==> src/rtl/pipe_stall_ctrl_pkg.sv <==
// pipe_stall_ctrl_pkg: shared state encoding and register constants for the stall controller
package pipe_stall_ctrl_pkg;

    typedef enum logic [1:0] {
        RUN      = 2'd0,
        MEM_WAIT = 2'd1,
        MEM_ERR  = 2'd2
    } state_t;

    localparam logic [4:0] REG_ZERO = 5'd0;

endpackage

==> src/rtl/pipe_stall_ctrl_hazard_detect.sv <==
// pipe_stall_ctrl_hazard_detect: load-use compare between the EX load and the ID source registers
module pipe_stall_ctrl_hazard_detect
    import pipe_stall_ctrl_pkg::*;
(
    input  logic [4:0] rs_id,
    input  logic [4:0] rt_id,
    input  logic       use_rs_id,
    input  logic       use_rt_id,
    input  logic [4:0] rw_ex,
    input  logic       wreg_ex,
    input  logic       m2reg_ex,
    output logic       lu_stall
);

    // r0 never carries a dependency, so a load targeting it is never a hazard
    always_comb begin
        lu_stall = m2reg_ex && wreg_ex && (rw_ex != REG_ZERO) &&
                   ((use_rs_id && (rs_id == rw_ex)) || (use_rt_id && (rt_id == rw_ex)));
    end

endmodule

==> src/rtl/pipe_stall_ctrl.sv <==
// pipe_stall_ctrl: pipeline enable/flush scheduler with data-memory handshake and stall counter
module pipe_stall_ctrl
    import pipe_stall_ctrl_pkg::*;
#(
    parameter int MEM_TIMEOUT = 16,
    parameter int CNT_W       = 5,
    parameter int PERF_W      = 16
) (
    input  logic              clock,
    input  logic              reset_0,
    input  logic [4:0]        rs_id,
    input  logic [4:0]        rt_id,
    input  logic              use_rs_id,
    input  logic              use_rt_id,
    input  logic [4:0]        rw_ex,
    input  logic              wreg_ex,
    input  logic              m2reg_ex,
    input  logic              branch_taken_ex,
    input  logic              m2reg_me,
    input  logic              wmem_me,
    output logic              dmem_req,
    input  logic              dmem_ack,
    output logic              en_pc,
    output logic              en_ifid,
    output logic              en_idex,
    output logic              en_exme,
    output logic              en_mewb,
    output logic              flush_ifid,
    output logic              flush_idex,
    output logic              mem_err,
    output logic [PERF_W-1:0] stall_cnt
);

    state_t             state, state_nx;
    logic [CNT_W-1:0]   wait_cnt, cnt_nx;
    logic               done, done_nx, req_nx, err_nx, lu_stall, mem_access;

    assign mem_access = m2reg_me | wmem_me;

    pipe_stall_ctrl_hazard_detect u_hazard (
        .rs_id    (rs_id),
        .rt_id    (rt_id),
        .use_rs_id(use_rs_id),
        .use_rt_id(use_rt_id),
        .rw_ex    (rw_ex),
        .wreg_ex  (wreg_ex),
        .m2reg_ex (m2reg_ex),
        .lu_stall (lu_stall)
    );

    // Control registers and the saturating stall-cycle counter
    always_ff @(posedge clock or negedge reset_0) begin
        if (!reset_0) begin
            state     <= RUN;
            dmem_req  <= 1'b0;
            wait_cnt  <= '0;
            done      <= 1'b0;
            mem_err   <= 1'b0;
            stall_cnt <= '0;
        end else begin
            state    <= state_nx;
            dmem_req <= req_nx;
            wait_cnt <= cnt_nx;
            done     <= done_nx;
            mem_err  <= err_nx;
            if (!en_pc && stall_cnt != '1)
                stall_cnt <= stall_cnt + PERF_W'(1);
        end
    end

    // Next state and pipeline controls; hazards only matter once memory has released the pipe
    always_comb begin
        state_nx   = state;
        req_nx     = dmem_req;
        cnt_nx     = wait_cnt;
        done_nx    = done;
        err_nx     = mem_err;
        en_pc      = 1'b0;
        en_ifid    = 1'b0;
        en_idex    = 1'b0;
        en_exme    = 1'b0;
        en_mewb    = 1'b0;
        flush_ifid = 1'b0;
        flush_idex = 1'b0;
        case (state)
            RUN: begin
                if (mem_access && !done) begin
                    state_nx = MEM_WAIT;
                    req_nx   = 1'b1;
                    cnt_nx   = '0;
                end else begin
                    if (mem_access)
                        done_nx = 1'b0;
                    en_idex = 1'b1;
                    en_exme = 1'b1;
                    en_mewb = 1'b1;
                    if (branch_taken_ex) begin
                        en_pc      = 1'b1;
                        en_ifid    = 1'b1;
                        flush_ifid = 1'b1;
                        flush_idex = 1'b1;
                    end else if (lu_stall) begin
                        flush_idex = 1'b1;
                    end else begin
                        en_pc   = 1'b1;
                        en_ifid = 1'b1;
                    end
                end
            end
            MEM_WAIT: begin
                cnt_nx = wait_cnt + CNT_W'(1);
                if (dmem_ack) begin
                    state_nx = RUN;
                    req_nx   = 1'b0;
                    done_nx  = 1'b1;
                end else if (wait_cnt == CNT_W'(MEM_TIMEOUT - 1)) begin
                    state_nx = MEM_ERR;
                    req_nx   = 1'b0;
                    err_nx   = 1'b1;
                end
            end
            default: begin
                state_nx = MEM_ERR;
                req_nx   = 1'b0;
                err_nx   = 1'b1;
            end
        endcase
    end

endmodule

==> config.mk <==
export PLATFORM = sky130hd
export DESIGN_NAME = pipe_stall_ctrl
export DESIGN_NICKNAME = d
export VERILOG_FILES = /design/src/rtl/pipe_stall_ctrl_pkg.sv /design/src/rtl/pipe_stall_ctrl_hazard_detect.sv /design/src/rtl/pipe_stall_ctrl.sv
export SDC_FILE = /design/constraint.sdc
export NUM_CORES = 1
export LEC_CHECK = 0
export BUFFER_PORTS_ARGS = -buffer_cell sky130_fd_sc_hd__buf_2
export CORE_ASPECT_RATIO = 0.9
export CORE_MARGIN = 4
export CORE_UTILIZATION = 50
export DETAILED_ROUTE_END_ITERATION = 8
export PLACE_DENSITY = 0.8
export SYNTH_ARGS = -nofsm -noshare
export SYNTH_HDL_FRONTEND = slang
export SYNTH_HIERARCHICAL = 1
export SYNTH_SLANG_ARGS = --single-unit
==> constraint.sdc <==
create_clock -name clock -period 2.5 [get_ports clock]
set_input_delay 0.375 -clock clock [delete_from_list [all_inputs] [get_ports clock]]
set_output_delay 0.375 -clock clock [all_outputs]
set_load 0.02 [all_outputs]
; Yosys cells after proc, flatten, opt, wreduce, memory -nomap -nowiden
; Cells that the tools add are included.
[totals]
output_inout_bits = 25
inputBits = 25
word_cells = 69
register_bits = 26
[op_classes]
n_reduce_logical = 17
muxes = 30
eq_ne = 12
n_bitwise = 2
n_addsub = 2
[op_table]
columns = cell, count
row1 = $mux 1, 21
row2 = $add 16x1->16 const B, 1
row3 = $ne 16x16->1 const B, 1
row4 = $ne 2x2->1 const B, 6
row5 = $eq 5x5->1, 2
row6 = $pmux 5 s2, 1
row7 = $logic_and 1x1->1, 7
row8 = $mux 2, 3
row9 = $pmux 1 s2, 3
row10 = $add 5x1->5 const B, 1
row11 = $eq 5x4->1 const B, 1
row12 = $mux 5, 1
row13 = $reduce_bool 5->1, 1
row14 = $pmux 2 s2, 1
row15 = $reduce_and 2->1, 2
row16 = $reduce_and 4->1, 1
row17 = $ne 3x3->1 const B, 1
row18 = $reduce_and 3->1, 1
row19 = $eq 2x1->1 const B, 1
row20 = $logic_not 1->1, 2
row21 = $logic_not 2->1, 1
row22 = $reduce_bool 2->1, 1
row23 = $logic_or 1x1->1, 1
row24 = $not 1->1, 1
row25 = $or 1x1->1, 1

; Logic depth before layout (Yosys ltp)
; Gate-level depths: netlist (run 1).
[depth]
ltp_word = 10
depth_mapped = 10
mapped_depth_nobuf = 9

; Modules after synthesis
; Netlist (run 1), hierarchy kept.
[by_module_without_submodules]
columns = module, seq_area_each_um2, cells_per_inst, instances, area_per_inst_um2
row1 = pipe_stall_ctrl, 625.6, 133, 1, 1348.8
row2 = pipe_stall_ctrl_hazard_detect, 0.0, 17, 1, 135.1

; Worst setup path before layout (run 1)
; OpenSTA, ideal clock, no wires.
[synth_timing]
kind = input to output
from = input port rw_ex[2]
to = output port en_pc
stages = 8
path_slack_ns = 0.355
path_buffers = 2
required_time_ns = 2.125
t_arrival_ns = 1.770
cell_sequence = or4_1 -> o211ai_2 -> a21oi_1 -> nand2b_1 -> nand3_2 -> inv_1 -> buf_4 -> buf_4
[synth_between]
elab_chain_len = 8
word_cells_on_any_way = 12
cone_classes = eq/ne: 2 / mux: 4 / reduce/logical: 6
[synth_rtl]
columns = element, line
row1 = "start, declared", pipe_stall_ctrl.sv:15  ; input logic [4:0] rw_ex,
row2 = $eq 5x5->1, pipe_stall_ctrl_hazard_detect.sv:18  ; ((use_rs_id && (rs_id == rw_ex)) || (use_rt_id && (rt_id == rw_ex)));
row3 = $logic_and 1x1->1, pipe_stall_ctrl_hazard_detect.sv:18
row4 = $logic_or 1x1->1, pipe_stall_ctrl_hazard_detect.sv:18
row5 = $logic_and 1x1->1 *, pipe_stall_ctrl_hazard_detect.sv:17  ; lu_stall = m2reg_ex && wreg_ex && (rw_ex != REG_ZERO) &&
row6 = named net lu_stall, pipe_stall_ctrl.sv:36  ; logic done, done_nx, req_nx, err_nx, lu_stall, mem_access;
row7 = $mux 1 * (4 in series), -
row8 = "end, declared", pipe_stall_ctrl.sv:23  ; output logic en_pc,
; The timed path passes the listed nets; every way through them passes the cells marked *.

; Worst setup path after layout (run 1)
[layout_timing]
from = input port rw_ex[2]
to = output port en_ifid
[layout_between]
elab_chain_len = 8
word_cells_on_any_way = 12
cone_classes = eq/ne: 2 / mux: 4 / reduce/logical: 6
[layout_rtl]
columns = element, line
row1 = $eq 5x5->1, pipe_stall_ctrl_hazard_detect.sv:18
row2 = $logic_and 1x1->1, pipe_stall_ctrl_hazard_detect.sv:18
row3 = $logic_or 1x1->1, pipe_stall_ctrl_hazard_detect.sv:18
row4 = $logic_and 1x1->1 *, pipe_stall_ctrl_hazard_detect.sv:17
row5 = named net lu_stall, pipe_stall_ctrl.sv:36
row6 = $mux 1 *, pipe_stall_ctrl.sv:102  ; end else if (lu_stall) begin
row7 = $mux 1 *, pipe_stall_ctrl.sv:97  ; if (branch_taken_ex) begin
row8 = $mux 1 *, pipe_stall_ctrl.sv:87  ; if (mem_access && !done) begin
row9 = $mux 1 *, pipe_stall_ctrl.sv:85  ; case (state)
row10 = "end, declared", pipe_stall_ctrl.sv:24  ; output logic en_ifid,
; Marks and branches as above.

==> Implementation_results.wiki, run 1 <==
{| class="wikitable"
! Metric !! Value
|-
| Result of the run || finished, violations left
|-
| Violated checks || hold timing
|-
| Initial standard-cell utilization of the core || 53.14%
|-
| Global router's overall resource usage || a little under a fifth
|-
| Cell depth of the worst setup path || 8
|-
| Wire length of the first global-routing pass || 5747 um
|-
| Minimum period implied by the final worst setup slack || 2332 ps
|-
| Worst hold slack across all endpoints || -3.710 ps
|-
| EDFF count, synth || 0
|-
| Data required time at the worst endpoint || 2120 ps
|-
| Transition time at the pin with the least slew margin || approximately 540 ps
|-
| Buffers added on ports || 49
|-
| CTS Sinks || 25
|-
| Hold buffer count at cts || 0
|-
| Placer's final routability congestion estimate || 0.7476
|-
| Average detailed-routed wire length per instance || 13.71 um
|-
| Master cell of the clock root buffer || clkbuf_4
|-
| Max IR drop VDD || roughly 0.0006 V
|-
| Worst Reg-to-Reg Cells || 5
|-
| Vias per Instance || about 5.5
|-
| Relative slew margins || 63.88%
|-
| Final Routed Wirelength || 3264 um
|-
| Asr flop ratio synth || between 90% and 100%
|-
| Global route total overflow || 0
|-
| Number of H-tree branching levels || 1
|-
| Achievable frequency || 428.9 MHz
|-
| Clock transition at the registers of the reported paths || about 150 ps
|-
| Arrival @ worst endpoint || 1960 ps
|-
| Die height || about 60 um
|-
| Leading cell types by total area after synthesis || dfrtp_1 42%, xor2_1 10%, nand3_1 3.7%, xnor2_1 3.5%, nand4_1 3.4%
|-
| Cell mode on critical path || buf_2
|-
| Number of global-route vias before repair || 1327
|-
| Most common cell in the synthesized netlist || dfrtp_1
|-
| Post-CTS setup buffers || 0
|-
| Total count of max-transition violations in the final report || 0
|-
| Final antenna diode count || 0
|-
| Net count, final || 227
|-
| Cell count after synthesis || 150
|-
| Top flip-flop cell by instance count after synthesis || dfrtp_1
|-
| #FFs+latches synth || 25
|-
| Average footprint of a synthesized cell || 9.893 um^2
|-
| Top cells by count, synth || 25 x dfrtp_1, 17 x xor2_1, 11 x nand3_1, 9 x nor2_1
|-
| Delay of the slowest cell on the worst path || 530 ps
|-
| Critical Path Source || rw_ex[2]
|-
| Longest Clk Path Bufs || 2
|-
| Setup slack on the worst flop-to-flop path || ~600 ps
|-
| Detailed router's first-iteration violation count || 48
|-
| Via count || approximately 1300
|-
| Number of search-and-repair iterations in the first detailed-routing pass || 5
|-
| Critical Path, Cell by Cell || buf_2, or4_1, o211ai_2, a21oi_1, nand2b_1, nand3_2, inv_1, buf_2
|-
| CP endpoint kind || primary output
|-
| Setup repair after global routing missed its margin || no
|-
| Maximum fanout encountered on the critical timing path || 12
|-
| Nets in the synthesized netlist || approximately 180
|-
| Critical setup path kind || primary input to primary output
|-
| Inserted Clock Buffers || 3
|-
| Clock tree from TritonCTS || done
|-
| Critical path capture point || en_ifid
|-
| Area Growth Syn to Fin || 19.39%
|-
| Residual DRC count || 0
|-
| Final Power || around 0.0017 W
|-
| Worst Setup Start Kind || primary input
|-
| I/O pin cnt || 50
|-
| Capture instance of the worst register-to-register path || stall_cnt[1]$_DFFE_PN0P_
|-
| Pin count of the biggest net entering global routing || 26
|-
| Fraction of layout cells with a size suffix above 1 || 32.83%
|-
| Post-route antenna net violation count || 0
|-
| Buffers plus inverters on the worst setup path || 3
|-
| Setup TNS || 0 ps
|-
| Number of endpoints failing setup at the final stage || 0
|-
| Number of antenna violations at the first check in global routing || 0
|-
| Total of max-cap violations || 0
|-
| Post-synth top area cell || dfrtp_1
|-
| Combined area of all synthesized cells || 1484 um^2
|-
| Dominant delay contributor by cell family on the critical path || simple AND/OR/NAND/NOR gates
|-
| Final Hold Viols || 6
|-
| Post-synth top area share || 42.16%
|-
| Resize count post-CTS || 0
|-
| Yosys cell types || 37
|-
| Final clock skew || 11.70 ps
|-
| Clk Latency, worst-skew pair || 330 ps
|-
| Min-delay worst type || primary input to asynchronous set/reset pin
|-
| Critical path's slowest cell || or4_1
|-
| Total core area || 2793 um^2
|-
| Share of the clock period used by the worst path || 93.27%
|-
| Half-perimeter wire length of the detailed placement result || between 2000 and 3000 um
|-
| Power density over cell area || approximately 950 nW/um^2
|-
| Width of the chip || 65.43 um
|-
| Register area share after synthesis || 42.16%
|-
| Pleak || 0.8250 nW
|-
| Reg-to-reg critical path startpoint || stall_cnt[0]$_DFFE_PN0P_
|-
| Yosys warnings || 6
|-
| Full die area || between 3000 and 4000 um^2
|-
| Site Rows || 18
|}
placed cells by master, fill, tap and decap left out, types with 2 or more instances in the layout:
| cell type | n |
|---|---|
| nor3_1 | 7 |
| and4_1 | 2 |
| nor2_1 | 9 |
| ha_1 | 3 |
| xnor2_1 | 6 |
| nand2_1 | 8 |
| a22o_1 | 2 |
| o21ai_0 | 7 |
| o21bai_1 | 2 |
| nor4_1 | 3 |
| nand4_1 | 8 |
| buf_2 | 49 |
| xor2_1 | 17 |
| a21oi_1 | 4 |
| inv_1 | 4 |
| and3_1 | 4 |
| nand3_1 | 11 |
| clkbuf_4 | 3 |
| dfrtp_1 | 25 |
| nor4_2 | 2 |
| nand2b_1 | 2 |
| o21a_1 | 2 |
per-stage QoR:
step | hold WS [ps] | util [%] | area, um^2 | std cells | setup slack [ps]
after detailed placement | 398.2 | 62.37 | 1742 | 234 | 155.2
after global placement | 386.1 | 62.37 | 1742 | 234 | 172.6
after floorplan | 79.41 | - | 1484 | 150 | 355.2
after CTS | 20.27 | 63.44 | 1772 | 238 | 154.0
after global routing | 17.69 | 63.44 | 1772 | 238 | 88.05
final | -3.710 | 63.44 | 1772 | 238 | 168.4
layout make-up:
class,count,area [um^2]
Inverter,4,15.01
Multi-Input combinational cell,115,798.3
Tap cell,40,50.05
Fill cell,269,1021
Sequential cell,25,625.6
Clock buffer,3,22.52
Clock inverter,1,7.507
Timing Repair Buffer,50,252.7
flip-flops by register name, summed over array words and instances, names as in the netlist:
name	cells
mem_err	1
wait_cnt	5
dmem_req	1
done	1
state	1
stall_cnt	16
report_power, final:
group          internal, W  switching, W
clock            0.0000612      0.000131
combinational     0.000311      0.000479
sequential        0.000532      0.000168
total             0.000904      0.000778
cells by family after synthesis:
group	synth area share, %
AO/OA/AOI/OAI	9.527
XOR/XNOR	13.57
adder cells (fa/ha/maj)	2.530
buffers and inverters	4.047
flip-flops	42.16
multiplexers	1.770
AND/OR/NAND/NOR	26.39
worst min-delay path by stage:
| stage | start | end | cells past startpoint |
|---|---|---|---|
| after floorplan | reset_0 | dmem_req$_DFFE_PN0P_ | 0 |
| after global placement | reset_0 | stall_cnt[12]$_DFFE_PN0P_ | 1 |
| after detailed placement | reset_0 | stall_cnt[12]$_DFFE_PN0P_ | 1 |
| after CTS | reset_0 | stall_cnt[12]$_DFFE_PN0P_ | 1 |
| after global routing | reset_0 | stall_cnt[14]$_DFFE_PN0P_ | 1 |
| final | reset_0 | stall_cnt[14]$_DFFE_PN0P_ | 1 |
layer usage:
layer	part of all wire (%)	GRT usage, %	vias up
met2	49	33.19	44
li1	-	-	634
met3	6.1	3.947	5
met1	44	22.62	616
met5	0	0	-
met4	1.2	7.692	0
Note: power is estimated with default switching activity, not from simulation.
==> run 2: changes to the inputs <==
- ABC_AREA: default -> 1
- CORE_UTILIZATION: 50 -> 52
- PLACE_DENSITY: 0.8 -> 0.81
==> Implementation_results.wiki, run 2 <==
{| class="wikitable"
! Metric !! Value
|-
| Clock transition at the registers of the reported paths || 80 ps (was 150 ps)
|-
| Final clock skew || 2.234 ps (was 11.70 ps)
|-
| Minimum period implied by the final worst setup slack || 1788 ps (was 2332 ps)
|-
| Number of search-and-repair iterations in the first detailed-routing pass || 4 (was 5)
|-
| Filler cells || 289 (was 269)
|-
| Net count, final || 343 (was 227)
|-
| Longest Clk Path Bufs || 2 (unchanged)
|-
| Yosys warnings || 6 (unchanged)
|-
| Yosys cell types || 22 (was 37)
|-
| Result of the run || finished clean (was finished, violations left)
|-
| Most frequent cells in the layout || 98 x nand2_1, 49 x buf_2, 34 x inv_1, 34 x nor2_1, 25 x dfrtp_1 (was 49 x buf_2, 25 x dfrtp_1, 17 x xor2_1)
|-
| Clock tree from TritonCTS || done (unchanged)
|-
| Final Hold Viols || 0 (was 6)
|-
| Placer's final routability congestion estimate || 0.8449 (was 0.7476)
|-
| Placed cell count || 352 (was 234)
|-
| Area Growth Syn to Fin || 18.14% (was 19.39%)
|-
| Global route total overflow || 0 (unchanged)
|-
| Transition time at the pin with the least slew margin || 558.2 ps (was 541.8 ps)
|-
| Final Routed Wirelength || 3780 um (was 3264 um)
|-
| Share of the clock period used by the worst path || 71.54% (was 93.27%)
|-
| Initial standard-cell utilization of the core || 55.60% (was 53.14%)
|-
| Total core area || 3114 um^2 (was 2793 um^2)
|-
| Arrival @ worst endpoint || 1410 ps (was 1960 ps)
|-
| Average footprint of a synthesized cell || 6.559 um^2 (was 9.893 um^2)
|-
| CTS Sinks || 25 (unchanged)
|-
| Total of max-cap violations || 0 (unchanged)
|-
| Inserted Clock Buffers || 3 (unchanged)
|-
| Most common cell in the synthesized netlist || nand2_1 (was dfrtp_1)
|-
| I/O pin cnt || 50 (unchanged)
|-
| Vias per Instance || 4.761 (was 5.458)
|-
| Global router's overall resource usage || 19.73% (was 18.86%)
|-
| Cell count after synthesis || 264 (was 150)
|-
| Pleak || 1.121 nW (was 0.8250 nW)
|-
| Post-route insts no fill || 356 (was 238)
|-
| Full die area || 4319 um^2 (was 3905 um^2)
|-
| Flip-flop count of the largest register after layout || 16 (unchanged)
|-
| Wire length of the first global-routing pass || 6713 um (was 5747 um)
|-
| Post-CTS setup buffers || 0 (unchanged)
|-
| Power density over cell area || 802.5 nW/um^2 (was 949.1 nW/um^2)
|-
| Post-route antenna net violation count || 0 (unchanged)
|-
| Buffers added on ports || 49 (unchanged)
|-
| Asr flop ratio synth || 100.0% (unchanged)
|-
| EDFF count, synth || 0 (unchanged)
|-
| Post-synth top area cell || dfrtp_1 (unchanged)
|-
| Setup repair after global routing missed its margin || no (unchanged)
|-
| Nets in the synthesized netlist || 292 (was 178)
|-
| Hold buffer count at cts || 0 (unchanged)
|-
| Maximum fanout encountered on the critical timing path || 4 (was 12)
|-
| Fraction of layout cells with a size suffix above 1 || 25.48% (was 32.83%)
|-
| Leading cell types by total area after synthesis || dfrtp_1 36%, nand2_1 21%, inv_1 7.4%, nor2_1 7.4%, nand3_1 4.3% (was dfrtp_1 42%, xor2_1 10%, nand3_1 3.7%, xnor2_1 3.5%, nand4_1 3.4%)
|-
| Worst Reg-to-Reg Cells || 9 (was 5)
|-
| Detailed router's first-iteration violation count || 112 (was 48)
|-
| Width of the chip || 68.83 um (was 65.43 um)
|-
| Post-Route M1 WL || 1825 um (was 1427 um)
|-
| Master cell of the clock root buffer || clkbuf_8 (was clkbuf_4)
|-
| Min-delay worst type || primary input to asynchronous set/reset pin (unchanged)
|-
| Achievable frequency || 559.2 MHz (was 428.9 MHz)
|-
| Pin count of the biggest net entering global routing || 26 (unchanged)
|-
| Via count || 1695 (was 1299)
|-
| Uppermost layer routed || met4 (unchanged)
|-
| Die height || 62.75 um (was 59.68 um)
|-
| Top flop regs || stall_cnt (16), wait_cnt (5) (unchanged)
|-
| Most common cell after layout, fill and taps aside || nand2_1 (was buf_2)
|-
| Top cells by count, synth || 98 x nand2_1, 34 x inv_1, 34 x nor2_1, 25 x dfrtp_1, 15 x nand3_1 (was 25 x dfrtp_1, 17 x xor2_1, 11 x nand3_1, 9 x nor2_1)
|-
| Resize count post-CTS || 0 (unchanged)
|-
| Top flip-flop cell by instance count after synthesis || dfrtp_1 (unchanged)
|-
| Post-synth top area share || 36.13% (was 42.16%)
|-
| Critical setup path kind || primary input to primary output (unchanged)
|-
| Worst Setup Start Kind || primary input (unchanged)
|-
| #FFs+latches synth || 25 (unchanged)
|-
| Residual DRC count || 0 (unchanged)
|-
| Relative slew margins || 62.79% (was 63.88%)
|-
| Average detailed-routed wire length per instance || 10.62 um (was 13.71 um)
|-
| Setup TNS || 0 ps (unchanged)
|-
| Number of global-route vias before repair || 1574 (was 1327)
|-
| Final Power || 0.001642 W (was 0.001682 W)
|-
| Half-perimeter wire length of the detailed placement result || 3063 um (was 2592 um)
|-
| Setup ws final || 711.6 ps (was 168.4 ps)
|-
| Register area share after synthesis || 36.13% (was 42.16%)
|-
| Largest register by flop count || stall_cnt (unchanged)
|-
| Data required time at the worst endpoint || 2120 ps (about the same)
|-
| Final antenna diode count || 0 (unchanged)
|-
| Clk Latency, worst-skew pair || 270 ps (was 330 ps)
|-
| Number of endpoints failing setup at the final stage || 0 (unchanged)
|-
| CP endpoint kind || primary output (unchanged)
|-
| Wire length on met3 || 191 um (was 198 um)
|-
| Site Rows || 19 (was 18)
|-
| Total count of max-transition violations in the final report || 0 (unchanged)
|-
| Number of antenna violations at the first check in global routing || 0 (unchanged)
|-
| Routed wl met2 || 1715 um (was 1598 um)
|-
| Worst setup timing slack at the placement stage || 564.0 ps (was 155.2 ps)
|-
| Number of H-tree branching levels || 1 (unchanged)
|-
| Combined area of all synthesized cells || 1732 um^2 (was 1484 um^2)
|-
| Max IR drop VDD || 0.0005380 V (was 0.0006097 V)
|}
-- run 2: path summary, 6_finish.rpt --
kind | from | end | slack, ps
max reg2reg | stall_cnt[0]$_DFFE_PN0P_ | stall_cnt[3]$_DFFE_PN0P_ | 750
min reg2reg | mem_err$_DFFE_PN0P_ | mem_err$_DFFE_PN0P_ | 500
max in group asynchronous | reset_0 | stall_cnt[10]$_DFFE_PN0P_ | 2040
min | reset_0 | stall_cnt[13]$_DFFE_PN0P_ | 80
min in group clock | dmem_ack | dmem_req$_DFFE_PN0P_ | 290
max | rw_ex[4] | en_ifid | 710
-- run 2: where the power goes --
part | leakage (nW) | switching (W) | internal, W
clock | 0.0255 | 0.000128 | 0.000112
sequential | 0.328 | 0.000104 | 0.000501
combinational | 0.768 | 0.000529 | 0.000269
total | 1.12 | 0.000760 | 0.000881
-- run 2: final cells by class --
| class | instances | area, um^2 | share of cell area [%] |
|---|---|---|---|
| clock buffers | 3 | 41.29 | 2.018 |
| inverters | 40 | 150.1 | 7.339 |
| clock inverters | 1 | 5.005 | 0.2446 |
| well taps | 42 | 52.55 | 2.569 |
| flip-flops and latches | 25 | 625.6 | 30.58 |
| repair buffers | 51 | 260.3 | 12.72 |
| multi-input cells | 194 | 910.9 | 44.53 |
-- run 2: cells by family after synthesis --
logic type      Yosys count  synth area share, %
xor+xnor                  6                3.035
compound gates           19                7.442
flops                    25                36.13
fa+ha+maj                 3                2.168
buf+inv                  45                11.27
simple gates            166                39.96
-- run 2: metrics by stage --
stage	area, um^2	hold WS [ps]	utilization (%)
CTS	2046	100.6	65.69
floorplan	1732	79.41	-
global placement	1999	398.9	64.20
finish	2046	80.68	65.69
detailed placement	1999	401.3	64.20
global route	2046	140.8	65.69
-- run 2: layer usage --
layer	vias up	GRT usage (%)
met2	33	31.82
met4	0	5.839
met3	4	3.417
li1	911	-
met1	747	26.62
met5	-	0
-- run 2: worst max-delay path, cell delays in order --
cell	delay, ps
buf_2	130
nor3_1	190
nand3_1	100
nand3_1	90
a21oi_1	40
inv_1	70
nor2_1	50
nor2_2	170
buf_2	200
==> run 3: changes to the inputs <==
- clock period: 2.5 -> 1.68 ns (I/O delays scaled with it)
==> Implementation_results.wiki, run 3 (same netlist as run 2, synthesis figures left out) <==
{| class="wikitable"
! Metric !! Value
|-
| Result of the run || finished clean (unchanged)
|-
| Wire length on met3 || 228 um (was 191 um)
|-
| Width of the chip || 68.83 um (unchanged)
|-
| Buffers plus inverters on the worst setup path || 5 (was 3)
|-
| Data required time at the worst endpoint || 1430 ps (was 2120 ps)
|-
| Placed cell areas || 2034 um^2 (was 1999 um^2)
|-
| Share of the clock period used by the worst path || approximately 94%
|-
| Average detailed-routed wire length per instance || 10.83 um (was 10.62 um)
|-
| Setup TNS || 0 ps (unchanged)
|-
| Achievable frequency || 634.5 MHz
|-
| Pin count of the biggest net entering global routing || 26 (unchanged)
|-
| Inserted Clock Buffers || 3 (unchanged)
|-
| Initial standard-cell utilization of the core || 55.60% (unchanged)
|-
| Final core occ || 68.62% (was 65.69%)
|-
| Maximum fanout encountered on the critical timing path || 3 (was 4)
|-
| Uppermost layer routed || met4 (unchanged)
|-
| Worst Reg-to-Reg Cells || 7 (was 9)
|-
| Site Rows || 19 (unchanged)
|-
| I/O pin cnt || 50 (unchanged)
|-
| Total count of max-transition violations in the final report || 0 (unchanged)
|-
| Finished Cell Area || 2137 um^2 (was 2046 um^2)
|-
| Max IR drop VDD || 0.0008536 V (was 0.0005380 V)
|-
| Detailed router's first-iteration violation count || 76 (was 112)
|-
| Number of H-tree branching levels || 1 (unchanged)
|-
| Routed wl met2 || 1802 um (was 1715 um)
|-
| Clk Latency, worst-skew pair || 270 ps (about the same)
|-
| Die height || 62.75 um (unchanged)
|-
| Final antenna diode count || 0 (unchanged)
|-
| Post-route antenna net violation count || 0 (unchanged)
|-
| Vias per Instance || 4.847 (was 4.761)
|-
| Worst Setup Start Kind || primary input (unchanged)
|-
| Master cell of the clock root buffer || clkbuf_8 (unchanged)
|-
| Final Routed Wirelength || 3900 um (was 3780 um)
|-
| CP endpoint kind || primary output (unchanged)
|-
| CTS Sinks || 25 (unchanged)
|-
| Critical setup path kind || primary input to primary output (unchanged)
|-
| Longest Clk Path Bufs || 2 (unchanged)
|-
| Setup repair after global routing missed its margin || no (unchanged)
|-
| Number of antenna violations at the first check in global routing || 0 (unchanged)
|-
| Clock transition at the registers of the reported paths || 90 ps (was 80 ps)
|-
| Most frequent cells in the layout || 98 x nand2_1, 45 x buf_2, 33 x inv_1 (was 98 x nand2_1, 49 x buf_2, 34 x inv_1, 34 x nor2_1, 25 x dfrtp_1)
|-
| Delay of the slowest cell on the worst path || 140 ps (was 200 ps)
|-
| Minimum period implied by the final worst setup slack || 1576 ps
|-
| Critical path's slowest cell || a21oi_1 (was buf_2)
|-
| Wire length of the first global-routing pass || 6513 um (was 6713 um)
|-
| Transition time at the pin with the least slew margin || 558.9 ps (was 558.2 ps)
|-
| Net count, final || 347 (was 343)
|-
| Area Growth Syn to Fin || 23.41% (was 18.14%)
|-
| Placer's final routability congestion estimate || 0.8128 (was 0.8449)
|-
| Area of combinational cells with multiple inputs || 930.9 um^2 (was 910.9 um^2)
|-
| Number of search-and-repair iterations in the first detailed-routing pass || 4 (unchanged)
|-
| Half-perimeter wire length of the detailed placement result || 3112 um (was 3063 um)
|-
| Final Hold Viols || 0 (unchanged)
|-
| Fraction of layout cells with a size suffix above 1 || 27.36% (was 25.48%)
|-
| Arrival @ worst endpoint || 1320 ps (was 1410 ps)
|-
| Buffers added on ports || 49 (unchanged)
|-
| Total core area || 3114 um^2 (unchanged)
|-
| Number of global-route vias before repair || 1509 (was 1574)
|-
| Flip-flop count of the largest register after layout || 16 (unchanged)
|-
| Worst hold slack across all endpoints || 163.4 ps (was 80.68 ps)
|-
| Global route total overflow || 0 (unchanged)
|-
| Power density over cell area || 1236 nW/um^2 (was 802.5 nW/um^2)
|-
| Global router's overall resource usage || 19.22% (was 19.73%)
|-
| Min-delay worst type || primary input to flop (was primary input to asynchronous set/reset pin)
|-
| FF/Latch Area || 626.9 um^2 (was 625.6 um^2)
|-
| Number of endpoints failing setup at the final stage || 0 (unchanged)
|-
| Post-Route M1 WL || 1807 um (was 1825 um)
|-
| Clock tree from TritonCTS || done (unchanged)
|-
| Relative slew margins || 62.74% (was 62.79%)
|-
| Final clock skew || 2.183 ps (was 2.234 ps)
|-
| Full die area || 4319 um^2 (unchanged)
|-
| Cell count of the worst hold path || 2
|-
| Filler cells || 291 (was 289)
|-
| Largest register by flop count || stall_cnt (unchanged)
|-
| Residual DRC count || 0 (unchanged)
|-
| Critical Path, Cell by Cell || buf_2, inv_2, nand2_1, nand2_1, nor2_1, nand3_1, a21oi_1, inv_1, nor2_4, nor2_4, buf_6, buf_6 (was buf_2, nor3_1, nand3_1, nand3_1, a21oi_1, inv_1, nor2_1, nor2_2, buf_2)
|-
| Cell depth of the worst setup path || 12 (was 9)
|-
| Final Power || 0.002642 W (was 0.001642 W)
|-
| Pleak || 1.151 nW (was 1.121 nW)
|-
| Top flop regs || stall_cnt (16), wait_cnt (5) (unchanged)
|-
| Total of max-cap violations || 0 (unchanged)
|-
| Post-CTS setup buffers || 0 (unchanged)
|-
| Via count || 1745 (was 1695)
|-
| Most common cell after layout, fill and taps aside || nand2_1 (unchanged)
|-
| Dominant delay contributor by cell family on the critical path || buffers and inverters (was simple AND/OR/NAND/NOR gates)
|}
[run 3: cell types whose count changed in the layout (fill, tap and decap cells not counted), sizes merged]
| cell | previous run | this run |
|---|---|---|
| inv | 40 | 41 |
| dlygate4sd3 | 0 | 1 |
| buf | 51 | 54 |
| clkinv | 1 | 0 |
[run 3: cell type report]
type                            count  share of cell area (%)
Timing Repair Buffer               55                   15.28
Multi-Input combinational cell    194                   43.56
Inverter                           40                   7.026
Clock inverter                      1                  0.4098
Tap cell                           42                   2.459
Clock buffer                        3                   1.932
Sequential cell                    25                   29.33
[run 3: routing by layer]
metal  global-route usage [%]  vias to the layer above
li1                         -                      918
met1                    25.11                      777
met2                    32.18                       42
met3                    4.317                        8
met4                    3.650                        0
met5                        0                        -
[run 3: worst paths after layout]
check / startpoint / end / slack (ps)
worst max-delay path: rw_ex[3] / en_pc / 100
worst min-delay path: dmem_ack / dmem_req$_DFFE_PN0P_ / 160
worst max register to register: wait_cnt[0]$_DFFE_PN0P_ / mem_err$_DFFE_PN0P_ / 150
worst min register to register: mem_err$_DFFE_PN0P_ / mem_err$_DFFE_PN0P_ / 480
max in group asynchronous: reset_0 / dmem_req$_DFFE_PN0P_ / 780
min in group asynchronous: reset_0 / stall_cnt[11]$_DFFE_PN0P_ / 490
[run 3: per-stage QoR]
| stage | worst slack [ps] | std cells |
|---|---|---|
| after global routing | 4.983 | 360 |
| after global placement | 30.85 | 355 |
| after floorplan | 74.57 | 264 |
| after CTS | 12.77 | 360 |
| final | 103.9 | 360 |
| after detailed placement | -25.83 | 355 |
[run 3: report_power, final]
| part | total [W] | switching, W | leakage (nW) | internal (W) |
|---|---|---|---|---|
| logic | 0.00136 | 0.000844 | 0.798 | 0.000521 |
| registers | 0.000900 | 0.000151 | 0.326 | 0.000748 |
| clock network | 0.000378 | 0.000204 | 0.0261 | 0.000174 |
| total | 0.00264 | 0.00120 | 1.15 | 0.00144 |
[run 3: timing repair]
action	in CTS	in global routing
resized for setup	1	14
hold endpoints to repair	25	0
pin swaps	0	5
setup endpoints to repair	2	2
hold buffers	1	0
cloned	0	0
